### src/rtl/wb_ecall_if.sv
// Syscall service channel: request with argument snapshot, then a single-beat response.
interface wb_ecall_if #(
  parameter int XLEN  = 64,
  parameter int NARGS = 8
);
  logic                  req_valid;
  logic                  req_ready;
  logic [NARGS*XLEN-1:0] req_args;
  logic                  resp_valid;
  logic [XLEN-1:0]       resp_data;

  modport master (
    output req_valid, req_args,
    input  req_ready, resp_valid, resp_data
  );

  modport slave (
    input  req_valid, req_args,
    output req_ready, resp_valid, resp_data
  );
endinterface

### src/rtl/wb_ecall_ctrl.sv
// Writeback stage: result selection, register-file write gating and an ecall engine
// that stalls the pipeline while a syscall is serviced over the svc channel.
module wb_ecall_ctrl #(
  parameter int XLEN    = 64,
  parameter int NARGS   = 8,
  parameter int TIMEOUT = 1024,
  parameter int REG_W   = 5
) (
  input  logic                  clk,
  input  logic                  reset,
  input  logic                  wb_valid,
  input  logic                  is_load,
  input  logic                  is_store,
  input  logic                  is_ecall,
  input  logic [REG_W-1:0]      rd_in,
  input  logic                  en_rd_in,
  input  logic [XLEN-1:0]       alu_result,
  input  logic [XLEN-1:0]       mem_result,
  input  logic [NARGS*XLEN-1:0] args,
  wb_ecall_if.master            svc,
  output logic [XLEN-1:0]       result,
  output logic [REG_W-1:0]      rd,
  output logic                  en_rd,
  output logic                  stall,
  output logic                  timeout_err
);

  localparam int CNT_W = (TIMEOUT > 2) ? $clog2(TIMEOUT) : 1;
  localparam logic [CNT_W-1:0] CNT_LAST = CNT_W'(TIMEOUT - 1);

  typedef enum logic [1:0] {IDLE, REQ, WAIT, DONE} state_t;

  state_t                state, state_nx;
  logic [NARGS*XLEN-1:0] req_args_q;
  logic [XLEN-1:0]       ecall_result, ecall_result_nx;
  logic [CNT_W-1:0]      cnt, cnt_nx;
  logic                  abandon, abandon_nx;
  logic                  timeout_nx;
  logic                  capture;
  logic                  load_result;
  logic                  gone;

  always_ff @(posedge clk) begin
    if (reset) begin
      state        <= IDLE;
      req_args_q   <= '0;
      ecall_result <= '0;
      cnt          <= '0;
      abandon      <= 1'b0;
      timeout_err  <= 1'b0;
    end else begin
      state       <= state_nx;
      cnt         <= cnt_nx;
      abandon     <= abandon_nx;
      timeout_err <= timeout_nx;
      if (capture)     req_args_q   <= args;
      if (load_result) ecall_result <= ecall_result_nx;
    end
  end

  // Once the instruction is flushed while a request is in flight, the response
  // must still be drained but its value is dropped and nothing is written.
  always_comb begin
    state_nx        = state;
    cnt_nx          = cnt;
    abandon_nx      = abandon;
    timeout_nx      = 1'b0;
    capture         = 1'b0;
    load_result     = 1'b0;
    ecall_result_nx = svc.resp_data;
    stall           = 1'b0;
    gone            = abandon | ~wb_valid;
    unique case (state)
      IDLE: begin
        abandon_nx = 1'b0;
        if (wb_valid && is_ecall) begin
          stall    = 1'b1;
          capture  = 1'b1;
          state_nx = REQ;
        end
      end
      REQ: begin
        stall = 1'b1;
        if (svc.req_ready) begin
          state_nx   = WAIT;
          cnt_nx     = '0;
          abandon_nx = ~wb_valid;
        end else if (!wb_valid) begin
          state_nx = IDLE;
        end
      end
      WAIT: begin
        stall      = 1'b1;
        cnt_nx     = cnt + CNT_W'(1);
        abandon_nx = gone;
        if (svc.resp_valid || cnt == CNT_LAST) begin
          if (gone) begin
            state_nx = IDLE;
          end else begin
            state_nx    = DONE;
            load_result = 1'b1;
            if (!svc.resp_valid) begin
              ecall_result_nx = '1;
              timeout_nx      = 1'b1;
            end
          end
        end
      end
      DONE: begin
        state_nx = IDLE;
      end
      default: state_nx = IDLE;
    endcase
  end

  always_comb begin
    if (is_load || is_store) result = mem_result;
    else if (is_ecall)       result = ecall_result;
    else                     result = alu_result;
  end

  assign rd            = rd_in;
  assign en_rd         = wb_valid & en_rd_in & (~is_ecall | (state == DONE));
  assign svc.req_valid = (state == REQ);
  assign svc.req_args  = req_args_q;

endmodule

### src/flat_wrapper.sv
// flat-port wrapper written by rule: the top's interface ports become plain ports
module wb_ecall_ctrl_flat 
#(
  parameter int XLEN    = 64,
  parameter int NARGS   = 8,
  parameter int TIMEOUT = 1024,
  parameter int REG_W   = 5
)
  (clk, reset, wb_valid, is_load, is_store, is_ecall, rd_in, en_rd_in, alu_result, mem_result, args, result, rd, en_rd, stall, timeout_err, svc_req_valid, svc_req_args, svc_req_ready, svc_resp_valid, svc_resp_data);
  wb_ecall_if #(.XLEN(XLEN), .NARGS(NARGS)) svc_i ();
  input  logic clk;
  input  logic reset;
  input  logic wb_valid;
  input  logic is_load;
  input  logic is_store;
  input  logic is_ecall;
  input  logic [REG_W-1:0] rd_in;
  input  logic en_rd_in;
  input  logic [XLEN-1:0] alu_result;
  input  logic [XLEN-1:0] mem_result;
  input  logic [NARGS*XLEN-1:0] args;
  output logic [XLEN-1:0] result;
  output logic [REG_W-1:0] rd;
  output logic en_rd;
  output logic stall;
  output logic timeout_err;
  output wire logic [$bits(svc_i.req_valid)-1:0] svc_req_valid;
  output wire logic [$bits(svc_i.req_args)-1:0] svc_req_args;
  input wire logic [$bits(svc_i.req_ready)-1:0] svc_req_ready;
  input wire logic [$bits(svc_i.resp_valid)-1:0] svc_resp_valid;
  input wire logic [$bits(svc_i.resp_data)-1:0] svc_resp_data;
  assign svc_req_valid = svc_i.req_valid;
  assign svc_req_args = svc_i.req_args;
  assign svc_i.req_ready = svc_req_ready;
  assign svc_i.resp_valid = svc_resp_valid;
  assign svc_i.resp_data = svc_resp_data;
  wb_ecall_ctrl #(.XLEN(XLEN), .NARGS(NARGS), .TIMEOUT(TIMEOUT), .REG_W(REG_W)) u_core (.clk(clk), .reset(reset), .wb_valid(wb_valid), .is_load(is_load), .is_store(is_store), .is_ecall(is_ecall), .rd_in(rd_in), .en_rd_in(en_rd_in), .alu_result(alu_result), .mem_result(mem_result), .args(args), .svc(svc_i), .result(result), .rd(rd), .en_rd(en_rd), .stall(stall), .timeout_err(timeout_err));
endmodule
### config.mk
export PLATFORM = sky130hd
export DESIGN_NAME = wb_ecall_ctrl_flat
export DESIGN_NICKNAME = d
export VERILOG_FILES = /design/src/rtl/wb_ecall_if.sv /design/src/rtl/wb_ecall_ctrl.sv /design/src/flat_wrapper.sv
export SDC_FILE = /design/constraint.sdc
export NUM_CORES = 1
export LEC_CHECK = 0
export ABC_AREA = 1
export BUFFER_PORTS_ARGS = -buffer_cell sky130_fd_sc_hd__buf_2
export CAP_MARGIN = 20
export CELL_PAD_IN_SITES_DETAIL_PLACEMENT = 0
export CELL_PAD_IN_SITES_GLOBAL_PLACEMENT = 2
export CORE_AREA = 2 2 507 509
export DETAILED_ROUTE_END_ITERATION = 8
export DIE_AREA = 0 0 509 511
export PLACE_DENSITY = 0.42
export REMOVE_ABC_BUFFERS = 1
export SLEW_MARGIN = 10
export SYNTH_ARGS = -nofsm -noshare
export SYNTH_HDL_FRONTEND = slang
export SYNTH_SLANG_ARGS = --single-unit
### constraint.sdc
create_clock -name clk -period 1.8 [get_ports clk]
set_input_delay 0.27 -clock clk [delete_from_list [all_inputs] [get_ports clk]]
set_output_delay 0.27 -clock clk [all_outputs]
set_load 0.05 [all_outputs]
# [Yosys cells after proc, flatten, opt, wreduce, memory -nomap -nowiden]
# Index checks and enable logic that the tools add are counted.
# Widths: inputs -> output; s select.
[totals] word_cells=57 output_inout_bits=585 regBits=590 inputBits=718
[op_classes] n_mux=23 add_sub_neg=1 n_eq_ne=8 n_reduce_logical=11 bitwise=8
[op_table] op="$mux 64" count=6
[op_table] op="$pmux 10 s2" count=1
[op_table] op="$add 10x1->10 const B" count=1
[op_table] op="$eq 10x10->1 const B" count=1
[op_table] op="$mux 10" count=1
[op_table] op="$mux 2" count=5
[op_table] op="$pmux 2 s4" count=1
[op_table] op="$mux 1" count=7
[op_table] op="$ne 2x1->1 const B" count=3
[op_table] op="$eq 2x2->1 const B" count=2
[op_table] op="$not 1->1" count=4
[op_table] op="$reduce_and 2->1" count=2
[op_table] op="$reduce_or 4->1" count=1
[op_table] op="$ne 3x2->1 const B" count=1
[op_table] op="$pmux 1 s3" count=1
[op_table] op="$reduce_and 3->1" count=1
[op_table] op="$reduce_bool 3->1" count=1
[op_table] op="$and 1x1->1" count=2
[op_table] op="$eq 2x1->1 const B" count=1
[op_table] op="$logic_not 2->1" count=1
[op_table] op="$logic_or 1x1->1" count=2
[op_table] op="$or 1x1->1" count=2
[op_table] op="$pmux 1 s2" count=1
[op_table] op="$reduce_bool 2->1" count=1
[op_table] op="other kinds (2)" count=2

# [Depth between registers and ports, before layout]
[depth] depth_word=5 ltp_mapped=11 mapped_depth_nobuf=11

# [Worst setup path before layout]
# No wires, ideal clock.
[synth_path] path_kind="reg2out" startpoint="register u_core.state[0]" endpoint="output stall" arrival_ns=1.878 required_ns=1.530 path_stages_with_launch=7 n_path_buf=2 slack_ns=-0.348 cell_sequence="dfxtp_1 -> inv_1 -> ha_1 -> nand3_2 -> buf_2 -> buf_1 -> a21oi_1"
[synth_between] elab_chain_len=3 elab_cells_between_ends=5 cone_classes="eq/ne (2); mux (1); reduce/logical (2)"
[synth_rtl] element="start, declared" line="wb_ecall_ctrl.sv:33" source="state_t state, state_nx;"
[synth_rtl] element="start signal, assigned" line="wb_ecall_ctrl.sv:52" source="state <= state_nx;"
[synth_rtl] element="$eq 2x1->1 / $eq 2x2->1 (equally long branches)" line="wb_ecall_ctrl.sv:73" source="unique case (state)"
[synth_rtl] element="$reduce_or 2->1 (no line)"
[synth_rtl] element="$pmux 1 s2 *" line="wb_ecall_ctrl.sv:73"
[synth_rtl] element="end, declared" line="flat_wrapper.sv:25" source="output logic stall;"
# Mark *: on every way between the ends. The rest lies on a longest branch, timed or not.

# [Final worst setup path]
# Same ends and word-level chain as after synthesis.

==> metrics.txt <==
outcome=finished, violations left; failing checks=negative setup slack; Leakage=18.9 nW; Top Layer Used=met5; Placed Instance Area=about 0.034 mm²; GRT overflow=0; Reg power frac=0.300; Die Area=approximately 0.26 mm²; switching pwr=23.6 mW; CTS clk-pin slew, worst paths=0.06 ns; min cycle time layout=between 2 and 2.5 ns; Die Wd=509 µm; initial antenna violation count=76; CTS root buffer=clkbuf_16; worst path required time=1.53 ns; DR vias=26877; Clk Latency, worst-skew pair=0.71 ns; RSZ-0062 raised after global routing=yes; Critical Path AT=approximately 1.7 ns; clock network power share=0.323; Syn Inst Count=2910; crit share post-route=1.12; WL/cell=19.2 µm; Initial Util=0.0889; met3 wire len=14200 µm; H-tree depth=3; final wirelength=160000 µm; synthesized flop and latch total=590; worst min path class=input port to flip-flop; CTS tree=built; DRT met1 WL=between 60000 and 70000 µm; Sinks on Clock Net=590; Post-Place Cells=7508; Pre-antenna DRT Iters=4; GP Congestion=0.823; Synth warnings=0; vias in the first global route=roughly 28000; DP Worst Slack=-0.214 ns; row count=186; Die Y=511 µm; cell area after layout=0.0443 mm²; final core occ=0.174; post-layout power=55.8 mW; Pins Over Slew Limit=0; nets=5547; largest net degree at the start of global routing=between 60 and 70; number of CTS-inserted buffers=87; Core Box Area=0.255 mm²; final hold viol count=0; relative slew slack=0.743; Post-synth EDFFs=0; Synth Flop Type=dfxtp_1; worst-path maximum fanout=2; IO Pins=1303; Int Pwr=32.3 mW; GRT Total Usage=0.116; Cell variety after synth=25; fmax=497 MHz; Final ANT Viol Nets=0; Max Cap Violations=0; PortBufs=about 1300; CP startpoint=u_core.state[0]; Syn-to-layout area delta=95.5%; Initial DRC Count=916; DPL Wire Length=130000 µm; share of cells above drive strength 1=0.368; clock buffer depth=3; final worst slack=-0.210 ns; CP endpoint kind=output pin; Avg Inst Size Synth=a little under 8 µm²; Gate power share=0.377; switching share of power=0.422; crit start category=flip-flop; reg2reg start=u_core.state[0]; register area share after synthesis=0.521; async set or reset register ratio after synthesis=0; first-pass GRT wire length=216000 µm; Post-Syn Area=approximately 0.023 mm²; Pwr Density=1260 mW/mm²; Worst Skew=0.0312 ns; Sum Neg Setup Slack=-1.86 ns; DRC Markers=0; CP Class=flip-flop to output pin; non-filler cells, final=slightly above 8000; VDD IR max=around 650 µV; HP Start=args[496]; final setup vio count=84; worst-margin pin slew=0.381 ns; met2 WL=just under 80000 µm; hold_ws=0.0461 ns; Via density=3.24
cell usage after synthesis (13+ instances only):
library cell | number | area share
a21oi_1 | 589 | 0.13
a31oi_1 | 65 | 0.018
buf_1 | 15 | 0.0025
buf_2 | 13 | 0.0029
buf_6 | 50 | 0.025
clkbuf_1 | 130 | 0.022
dfxtp_1 | 590 | 0.52
inv_1 | 602 | 0.10
nand2_1 | 154 | 0.025
nor2_1 | 80 | 0.013
o21ai_0 | 505 | 0.11
o21ai_1 | 79 | 0.017
critical path, cell delays in order (launching register included):
cell,delay [ns]
dfxtp_2,0.33
inv_2,0.07
ha_4,0.14
nand3_4,0.09
buf_12,0.14
a21oi_4,0.12
buf_8,0.16
logic make-up (layout without fill, tap and decap cells):
| family | after synthesis | in the layout | share of synthesized area |
|---|---|---|---|
| AO/OA/AOI/OAI | 1240 | 1240 | 0.277 |
| flip-flops | 590 | 590 | 0.521 |
| buffers and inverters | 825 | 2805 | 0.156 |
| other | 0 | 31 | 0 |
| adder cells (fa/ha/maj) | 6 | 6 | 0.00331 |
| AND/OR/NAND/NOR | 249 | 249 | 0.0430 |
area by class of cell:
class | count | area (µm²)
Clock buffer | 127 | 2540
Sequential cell | 590 | 11900
Inverter | 603 | 2270
Clock inverter | 29 | 400
Tap cell | 3384 | 4230
Fill cell | 29281 | 211000
Timing Repair Buffer | 2046 | 14700
Antenna cell | 31 | 77.6
Multi-Input combinational cell | 1495 | 8180
worst paths after layout:
| kind | endpoint | slack (ns) | depth (start not counted) |
|---|---|---|---|
| min | u_core.svc.req_args[496] | 0.05 | 3 |
| max reg2reg | u_core.svc.req_args[268] | -0.06 | 9 |
| max | stall | -0.21 | 6 |
| min reg2reg | u_core.svc.req_args[445] | 0.43 | 2 |
metal layers:
metal,track usage,vias up
li1,-,13293
met5,0,-
met2,0.205,1011
met4,0.0334,42
met3,0.0445,226
met1,0.128,12305
cell usage in the layout (no fill, tap or decap), types with 5 or more instances in the layout:
master / synthesis / routed
buf_2: 13 / 1190
inv_1: 602 / 597
a21oi_1: 589 / 588
dlygate4sd3_1: 0 / 577
dfxtp_1: 590 / 517
o21ai_0: 505 / 465
buf_4: 9 / 181
o21ai_1: 79 / 112
clkbuf_16: 0 / 95
nand2_1: 154 / 88
nor2_1: 80 / 77
dfxtp_2: 0 / 59
nand2_2: 1 / 45
buf_6: 50 / 42
buf_12: 0 / 36
a31oi_1: 65 / 34
diode_2: 0 / 31
a31oi_4: 0 / 29
nand2_4: 1 / 23
clkbuf_1: 130 / 20
clkbuf_8: 0 / 19
dfxtp_4: 0 / 14
clkinv_2: 0 / 12
buf_8: 0 / 9
nand3_1: 9 / 8
o21ai_2: 0 / 7
bufinv_16: 0 / 7
inv_2: 1 / 5
power by group through the flow:
stage               Clock [mW]  Combinational, mW  Sequential (mW)
floorplan                    0               3.29             18.9
global placement             0               19.1             16.9
finish                    18.0               21.0             16.8
detailed placement           0               19.1             17.0
global route              19.5               22.6             17.1
CTS                       19.1               20.9             16.8
registers in the layout, indices dropped and copies added, names as in the netlist:
register	count
u_core.abandon	1
u_core.cnt	10
u_core.ecall_result	64
u_core.state	2
u_core.svc.req_args	512
u_core.timeout_err	1
timing repair:
action / in CTS / in global routing
buffers inserted: 13 / 15
endpoints found under the setup margin: 115 / 429
hold buffers: 577 / 0
gates resized for setup: 342 / 121
pin swaps: 69 / 32
endpoints found under the hold margin: 577 / 0
gates cloned: 0 / 7
Note: power is estimated with default switching activity, not from simulation.
